===== config.mk =====
export PLATFORM = sky130hd
export DESIGN_NAME = hep_stream_flat
export DESIGN_NICKNAME = d
export VERILOG_FILES = /design/src/rtl/hep_stream_if.sv /design/src/rtl/hep_stream.sv /design/src/flat_wrapper.sv
export SDC_FILE = /design/constraint.sdc
export NUM_CORES = 1
export LEC_CHECK = 0
export CAP_MARGIN = 5
export CORE_ASPECT_RATIO = 0.9
export CORE_MARGIN = 2
export CORE_UTILIZATION = 45
export CTS_CLUSTER_DIAMETER = 60
export DETAILED_ROUTE_END_ITERATION = 12
export PLACE_DENSITY = 0.71
export SYNTH_ARGS = -nofsm -noshare
export SYNTH_HDL_FRONTEND = slang
export SYNTH_SLANG_ARGS = --single-unit

===== constraint.sdc =====
create_clock -name clk -period 7.8 [get_ports clk]
set_input_delay 2.34 -clock clk [delete_from_list [all_inputs] [get_ports clk]]
set_output_delay 2.34 -clock clk [all_outputs]
set_load 0.01 [all_outputs]

===== src/rtl/hep_stream_if.sv =====
// hep_stream_if -- plaintext-in / ciphertext-out stream bundle for hep_stream.
//   in_valid/in_ready/in_data     : plaintext handshake (producer -> block)
//   out_valid/out_ready/out_ct    : ciphertext handshake (block -> consumer)
// Modports: slave = the encryption block, master = the environment driving it.
interface hep_stream_if #(
    parameter int N  = 4,
    parameter int QW = 10,
    parameter int PW = 8
) ();
    logic                  in_valid;
    logic                  in_ready;
    logic [PW-1:0]         in_data;
    logic                  out_valid;
    logic                  out_ready;
    logic [(N+1)*QW-1:0]   out_ct;

    modport slave  (input  in_valid, in_data, out_ready,
                    output in_ready, out_valid, out_ct);
    modport master (output in_valid, in_data, out_ready,
                    input  in_ready, out_valid, out_ct);
endinterface


===== src/rtl/hep_stream.sv =====
// hep_stream -- streaming LWE-style encryptor.
// Each accepted plaintext m yields ciphertext (b, a_0..a_{N-1}) with a_k drawn
// from a 16-bit LFSR and b = sum(a_k*sk_k) + (m << DSH) + e  (mod 2^QW).
// Ports:
//   clk, rst_n     : clock, asynchronous active-low reset
//   seed_load/seed : reload LFSR while idle (seed 0 maps to 16'hACE1)
//   sk             : secret key, element k at sk[(k+1)*QW-1:k*QW]
//   s (slave)      : in_valid/in_ready/in_data, out_valid/out_ready/out_ct
//   busy           : high whenever the block is not idle
// Build option: define HEP_NOISE_EN to add noise e = signed lfsr[1:0] into b;
// without it e = 0 and no noise logic exists.
module hep_stream #(
    parameter int N   = 4,
    parameter int QW  = 10,
    parameter int PW  = 8,
    parameter int DSH = 2
) (
    input  logic            clk,
    input  logic            rst_n,
    input  logic            seed_load,
    input  logic [15:0]     seed,
    input  logic [N*QW-1:0] sk,
    hep_stream_if.slave     s,
    output logic            busy
);
    localparam int          KW        = (N > 1) ? $clog2(N) : 1;
    localparam logic [15:0] LFSR_INIT = 16'hACE1;

    typedef enum logic [1:0] {IDLE = 2'd0, ACC = 2'd1, FIN = 2'd2, OUT = 2'd3} state_t;

    // x^16 + x^14 + x^13 + x^11 + 1, shifting left, feedback into bit 0
    function automatic logic [15:0] lfsr_step(input logic [15:0] v);
        return {v[14:0], v[15] ^ v[13] ^ v[12] ^ v[10]};
    endfunction

    state_t              state_q, state_d;
    logic [KW-1:0]       k_q, k_d;
    logic [QW-1:0]       acc_q, acc_d;
    logic [PW-1:0]       m_q, m_d;
    logic [15:0]         lfsr_q, lfsr_d;
    logic [(N+1)*QW-1:0] ct_q, ct_d;
    logic                out_valid_q, out_valid_d;
    logic                in_ready_q, in_ready_d;
    logic                busy_q, busy_d;

    logic                accept_s;
    logic [QW-1:0]       a_k_s, sk_k_s, prod_s, m_sh_s, b_s;

    assign accept_s = s.in_valid && in_ready_q && (state_q == IDLE);
    assign a_k_s    = lfsr_q[QW-1:0];
    assign sk_k_s   = sk[int'(k_q) * QW +: QW];
    // Product kept at QW bits: only the low bits survive mod 2^QW anyway
    assign prod_s   = a_k_s * sk_k_s;
    assign m_sh_s   = QW'(m_q) << DSH;

`ifdef HEP_NOISE_EN
    logic [QW-1:0] noise_s;
    // lfsr[1:0] read as 2-bit two's complement, sign-extended to QW bits
    assign noise_s = {{(QW-2){lfsr_q[1]}}, lfsr_q[1:0]};
    assign b_s     = acc_q + m_sh_s + noise_s;
`else
    assign b_s     = acc_q + m_sh_s;
`endif

    // State register
    always_ff @(posedge clk or negedge rst_n) begin
        if (!rst_n) state_q <= IDLE;
        else        state_q <= state_d;
    end

    // Next-state logic
    always_comb begin
        state_d = state_q;
        case (state_q)
            IDLE:    if (accept_s) state_d = ACC; else state_d = IDLE;
            ACC:     if (k_q == KW'(N - 1)) state_d = FIN; else state_d = ACC;
            FIN:     state_d = OUT;
            OUT:     if (s.out_ready) state_d = IDLE; else state_d = OUT;
            default: state_d = IDLE;
        endcase
    end

    // Output flags, decoded from the next state so they register cleanly
    always_comb begin
        out_valid_d = (state_d == OUT);
        in_ready_d  = (state_d == IDLE);
        busy_d      = (state_d != IDLE);
    end

    // Datapath: key accumulation, ciphertext assembly and LFSR stepping
    always_comb begin
        k_d    = k_q;
        acc_d  = acc_q;
        m_d    = m_q;
        lfsr_d = lfsr_q;
        ct_d   = ct_q;
        case (state_q)
            IDLE: begin
                // Seed reload wins the LFSR but does not block the transfer
                if (seed_load) begin
                    if (seed == 16'h0000) lfsr_d = LFSR_INIT;
                    else                  lfsr_d = seed;
                end else begin
                    lfsr_d = lfsr_q;
                end
                if (accept_s) begin
                    m_d   = s.in_data;
                    k_d   = '0;
                    acc_d = '0;
                end else begin
                    m_d   = m_q;
                end
            end
            ACC: begin
                ct_d[(int'(k_q) + 1) * QW +: QW] = a_k_s;
                acc_d  = acc_q + prod_s;
                lfsr_d = lfsr_step(lfsr_q);
                if (k_q == KW'(N - 1)) k_d = '0;
                else                   k_d = k_q + KW'(1);
            end
            FIN: begin
                ct_d[QW-1:0] = b_s;
                lfsr_d       = lfsr_step(lfsr_q);
            end
            OUT:     ct_d = ct_q;
            default: ct_d = ct_q;
        endcase
    end

    // Datapath and output registers
    always_ff @(posedge clk or negedge rst_n) begin
        if (!rst_n) begin
            k_q         <= '0;
            acc_q       <= '0;
            m_q         <= '0;
            lfsr_q      <= LFSR_INIT;
            ct_q        <= '0;
            out_valid_q <= 1'b0;
            in_ready_q  <= 1'b0;
            busy_q      <= 1'b0;
        end else begin
            k_q         <= k_d;
            acc_q       <= acc_d;
            m_q         <= m_d;
            lfsr_q      <= lfsr_d;
            ct_q        <= ct_d;
            out_valid_q <= out_valid_d;
            in_ready_q  <= in_ready_d;
            busy_q      <= busy_d;
        end
    end

    assign s.in_ready  = in_ready_q;
    assign s.out_valid = out_valid_q;
    assign s.out_ct    = ct_q;
    assign busy        = busy_q;
endmodule

===== src/flat_wrapper.sv =====
// flat-port wrapper written by rule: the top's interface ports become plain ports
module hep_stream_flat 
#(
    parameter int N   = 4,
    parameter int QW  = 10,
    parameter int PW  = 8,
    parameter int DSH = 2
)
  (clk, rst_n, seed_load, seed, sk, busy, s_in_valid, s_in_data, s_out_ready, s_in_ready, s_out_valid, s_out_ct);
  hep_stream_if #(.N(N), .QW(QW), .PW(PW)) s_i ();
  input  logic clk;
  input  logic rst_n;
  input  logic seed_load;
  input  logic [15:0] seed;
  input  logic [N*QW-1:0] sk;
  output logic busy;
  input wire logic [$bits(s_i.in_valid)-1:0] s_in_valid;
  input wire logic [$bits(s_i.in_data)-1:0] s_in_data;
  input wire logic [$bits(s_i.out_ready)-1:0] s_out_ready;
  output wire logic [$bits(s_i.in_ready)-1:0] s_in_ready;
  output wire logic [$bits(s_i.out_valid)-1:0] s_out_valid;
  output wire logic [$bits(s_i.out_ct)-1:0] s_out_ct;
  assign s_i.in_valid = s_in_valid;
  assign s_i.in_data = s_in_data;
  assign s_i.out_ready = s_out_ready;
  assign s_in_ready = s_i.in_ready;
  assign s_out_valid = s_i.out_valid;
  assign s_out_ct = s_i.out_ct;
  hep_stream #(.N(N), .QW(QW), .PW(PW), .DSH(DSH)) u_core (.clk(clk), .rst_n(rst_n), .seed_load(seed_load), .seed(seed), .sk(sk), .s(s_i), .busy(busy));
endmodule

==> summary.txt <==
Status
  • Status: completed

Detailed routing
  • Number of vias after detailed routing: roughly 5,400
  • Routed WL per cell: 17.52 µm
  • Final routed wirelength across all metal layers: 17,390 µm
  • Initial DRT Pass Iterations: 5
  • Number of antenna-violating nets in the routed design: 0
  • Count of routing violations after the opening detailed-route iteration: about 370
  • Routed vias/inst: 5.446
  • Number of design rule violations left after detail routing: 0

Clock network
  • Number of buffers inserted to repair setup after CTS: 0
  • Post-CTS Resized: 0
  • Latest clock arrival within the worst-skew pair: 0.35 ns
  • Worst-path clk slew: 0.06 ns
  • Maximum clock path buffer count: 2
  • Number of clock sinks: 91
  • Buffer cell driving the clock tree root: sky130_fd_sc_hd__clkbuf_16
  • Number of buffers inserted during clock tree synthesis: 9
  • CTS tree: built
  • Number of H-tree branching levels: 3
  • Hold buffer count at cts: 0

Worst setup path
  • Count of buffering cells on the critical path with inverters included: 4
  • Largest incremental delay on the critical path: 0.54 ns
  • CP arrival: 7.75 ns
  • Capturing point of the worst reg2reg path: u_core.acc_q[9]
  • Most common cell on crit path: sky130_fd_sc_hd__fa_1
  • FF-to-FF setup slack: 1.60 ns
  • CP Launch Type: input port
  • CP endpoint kind: register
  • Largest fanout on the critical path: 2
  • Cell at the slowest stage of the critical path: sky130_fd_sc_hd__fa_1
  • Worst reg-to-reg path cell count: 19
  • FF-to-FF Start: u_core.k_q[0]
  • Category of cells accounting for the largest share of critical-path delay: adder cells
  • Data required time of the worst path: between 8 and 9 ns
  • Critical path, cell by cell: clkdlybuf4s50_1, mux4_2, and2_1, fa_1, inv_1, fa_1, inv_1, fa_1, fa_1, inv_1, fa_1, xor2_1, xnor2_1, xnor2_1, xnor3_2, xnor3_1, xnor2_1, a22o_1
  • Worst Setup Path Type: input port to register

Synthesis
  • Cell count after synthesis: 689
  • Warnings, synthesis: 0
  • Post-Syn Nets: 834
  • Top cell type's share of synthesized area: 31.72%
  • Number of distinct library cells after synthesis: 52
  • Most used flip-flop cell after synthesis: sky130_fd_sc_hd__dfrtp_1
  • Post-synthesis area per instance: 9.503 µm²
  • Main area contributors after synthesis: sky130_fd_sc_hd__dfrtp_1 (32%), sky130_fd_sc_hd__fa_1 (9.5%), sky130_fd_sc_hd__ha_1 (8.6%), sky130_fd_sc_hd__nand2_1 (6.7%), sky130_fd_sc_hd__o21ai_0 (5.2%)
  • Fraction of synthesis flops using an asynchronous set or reset pin: 100.0%
  • Post-synthesis instance area: 6548 µm²
  • Yosys reg bits: 91
  • Count of flip-flops with a built-in enable after synthesis: 0
  • Sequential share of the synthesized area: 34.93%
  • Dominant cell type by area after synthesis: sky130_fd_sc_hd__dfrtp_1

Global route
  • Global-route wire length before repair: approximately 29,000 µm
  • Maximum number of pins on one net before global-route repair: 92
  • Sum of overflow across all layers after global routing: 0
  • Initial antenna violation count: 0
  • Via count of the first global-routing pass: 5,587
  • Global-route usage over all layers: 23.53%

Cells and area
  • Commonest non-fill, non-tap cell in the layout: sky130_fd_sc_hd__clkdlybuf4s50_1
  • Final cell count without fillers: 993
  • Antenna diode count: 0
  • Top library cells by usage in the layout, fill and taps aside: sky130_fd_sc_hd__clkdlybuf4s50_1 (120), sky130_fd_sc_hd__nand2_1 (117), sky130_fd_sc_hd__dfrtp_1 (83)
  • Synth-to-layout area growth: 25.26%
  • Fraction of layout instances using a drive strength above 1: 6.500%
  • Total number of nets in the final design: 942
  • Register area: 2287 µm²
  • Combined area of the multi-input logic cells: approximately 3900 µm²
  • Final design utilization: 58.14%
  • Fillers: 1,243
  • Final cell area excluding filler cells: between 8000 and 9000 µm²

Floorplan
  • FP Rows: 41
  • Die Outline Area: between 15,000 and 20,000 µm²
  • I/O pin count: 122
  • Core region area: 14,110 µm²
  • Die Y-Extent: 118.4 µm
  • Starting density of the core: 46.41%
  • Width of the die: 131.2 µm

STA
  • Max-slew headroom: between 20% and 30%
  • Maximum operating frequency: 133.1 MHz
  • Setup Viol. Count Final: 0
  • Final Hold Viols: 0
  • Setup repair after global routing missed its margin: false
  • Max-slew violation count: 0
  • Final period util: between 90% and 100%
  • Least-Margin Pin Slew: 1.117 ns
  • Period minus WS final: about 7.5 ns
  • Worst clock skew on the final layout: between 0.006 and 0.007 ns
  • Minimum setup slack in the final design: 0.2856 ns

Power and ir drop
  • Pwr dens: around 550 nW/µm²
  • Power after layout: approximately 4.5 mW
  • P_leak: 3.639 nW
  • VDD IR-drop max: approximately 0.00033 V

Placed design
  • Count of input and output buffers: 121
  • DP Area: 7904 µm²
  • Worst slack at placement: -0.07813 ns
  • Placer's final routability congestion estimate: 0.8935
  • Placed wire-length estimate after detailed placement: 13,550 µm
  • Dpl cells: roughly 1,000

Worst hold path
  • HP Class: register to register
  • Source of the worst hold timing path: u_core.s.out_ct[48]
  • Worst Hold Depth: 2
  • Endpoint of the worst hold-timing path: u_core.s.out_ct[48]

Run
  • Maxcap violations: 0
[power breakdown]
group	internal (mW)	total, mW	switching [mW]	leakage, nW
combinational	1.56	3.24	1.68	2.31
sequential	0.652	0.857	0.205	1.19
clock	0.277	0.446	0.170	0.145
total	2.49	4.54	2.05	3.64
[logic make-up after synthesis]
| logic type | share of synthesized area, % |
|---|---|
| and+or+nand+nor | 13.85 |
| AOI/OAI and AO/OA | 15.10 |
| buffers and inverters | 5.962 |
| DFF | 34.93 |
| adders and majority gates | 18.08 |
| muxes | 6.860 |
| xor gates and xnor gates | 5.217 |
[worst register-to-register path, stage by stage, from the launching register on]
cell,delay [ns]
sky130_fd_sc_hd__dfrtp_1,0.96
sky130_fd_sc_hd__inv_2,0.33
sky130_fd_sc_hd__mux2i_1,0.20
sky130_fd_sc_hd__buf_4,0.18
sky130_fd_sc_hd__and2_1,0.17
sky130_fd_sc_hd__fa_1,0.49
sky130_fd_sc_hd__inv_1,0.06
sky130_fd_sc_hd__fa_1,0.51
sky130_fd_sc_hd__inv_1,0.05
sky130_fd_sc_hd__fa_1,0.47
sky130_fd_sc_hd__fa_1,0.54
sky130_fd_sc_hd__inv_1,0.05
sky130_fd_sc_hd__fa_1,0.43
sky130_fd_sc_hd__xor2_1,0.17
sky130_fd_sc_hd__xnor2_1,0.19
sky130_fd_sc_hd__xnor2_1,0.14
sky130_fd_sc_hd__xnor3_2,0.44
sky130_fd_sc_hd__xnor3_1,0.36
sky130_fd_sc_hd__xnor2_1,0.14
sky130_fd_sc_hd__a22o_1,0.21
[flip-flops by register name (all words and copies together), names as in the netlist]
register            flops
u_core.busy             1
u_core.m_q              8
u_core.state_q          2
u_core.s.out_valid      1
u_core.s.in_ready       1
u_core.acc_q           10
u_core.s.out_ct        50
u_core.k_q              2
u_core.lfsr_q          16
[through the flow]
stage | hold slack, ns | TNS (ns)
after global routing | 0.5098 | 0
after floorplan | 0.4507 | 0
after CTS | 0.4833 | 0
after global placement | 0.4659 | 0
final | 0.4787 | 0
after detailed placement | 0.4704 | -0.07813
[per-layer routing]
layer	global-route usage, %	part of all wire [%]	wire (µm)
met5	0	0	0
met4	5.027	1.2	209
met3	5.491	6.8	1191
met2	39.93	49	8459
met1	30.90	43	7534
[cells in the mapped netlist, types with 2 or more instances]
| library cell | number |
|---|---|
| sky130_fd_sc_hd__o21ai_0 | 68 |
| sky130_fd_sc_hd__nor2_1 | 9 |
| sky130_fd_sc_hd__a21boi_0 | 3 |
| sky130_fd_sc_hd__a22oi_1 | 14 |
| sky130_fd_sc_hd__fa_1 | 31 |
| sky130_fd_sc_hd__inv_1 | 63 |
| sky130_fd_sc_hd__mux2i_1 | 19 |
| sky130_fd_sc_hd__and2_1 | 27 |
| sky130_fd_sc_hd__nand2_1 | 117 |
| sky130_fd_sc_hd__nand2b_1 | 4 |
| sky130_fd_sc_hd__a31oi_1 | 2 |
| sky130_fd_sc_hd__nor4_1 | 5 |
| sky130_fd_sc_hd__dfstp_2 | 8 |
| sky130_fd_sc_hd__o21bai_1 | 5 |
| sky130_fd_sc_hd__a21o_1 | 5 |
| sky130_fd_sc_hd__clkbuf_1 | 26 |
| sky130_fd_sc_hd__nand3_1 | 12 |
| sky130_fd_sc_hd__and3b_1 | 3 |
| sky130_fd_sc_hd__nor3b_1 | 6 |
| sky130_fd_sc_hd__xnor2_1 | 22 |
| sky130_fd_sc_hd__dfrtp_1 | 83 |
| sky130_fd_sc_hd__a222oi_1 | 2 |
| sky130_fd_sc_hd__o22ai_1 | 16 |
| sky130_fd_sc_hd__xor2_1 | 8 |
| sky130_fd_sc_hd__mux4_2 | 6 |
| sky130_fd_sc_hd__nor2b_1 | 6 |
| sky130_fd_sc_hd__a21oi_1 | 26 |
| sky130_fd_sc_hd__and3_1 | 3 |
| sky130_fd_sc_hd__mux2_2 | 11 |
| sky130_fd_sc_hd__ha_1 | 45 |
| sky130_fd_sc_hd__buf_6 | 3 |
| sky130_fd_sc_hd__a22o_1 | 11 |
[layout make-up]
| type | instances | share of cell area (%) |
|---|---|---|
| Sequential cell | 91 | 27.89 |
| Multi-Input combinational cell | 503 | 47.23 |
| Tap cell | 193 | 2.944 |
| Clock buffer | 11 | 2.838 |
| Clock inverter | 3 | 0.7933 |
| Inverter | 64 | 2.929 |
| Timing Repair Buffer | 128 | 15.38 |
[worst max path at each step]
stage | to | cells past startpoint | startpoint | slack [ns]
2_1_floorplan | u_core.acc_q[9] | 17 | sk[33] | 0.51
3_3_place_gp | u_core.acc_q[9] | 18 | sk[33] | 0.04
3_5_place_dp | u_core.acc_q[9] | 18 | sk[32] | -0.08
4_1_cts | u_core.acc_q[9] | 18 | sk[32] | 0.28
5_1_grt | u_core.acc_q[9] | 18 | sk[33] | 0.10
6_report | u_core.acc_q[9] | 18 | sk[32] | 0.29
Power figures use the tool's default switching activity.
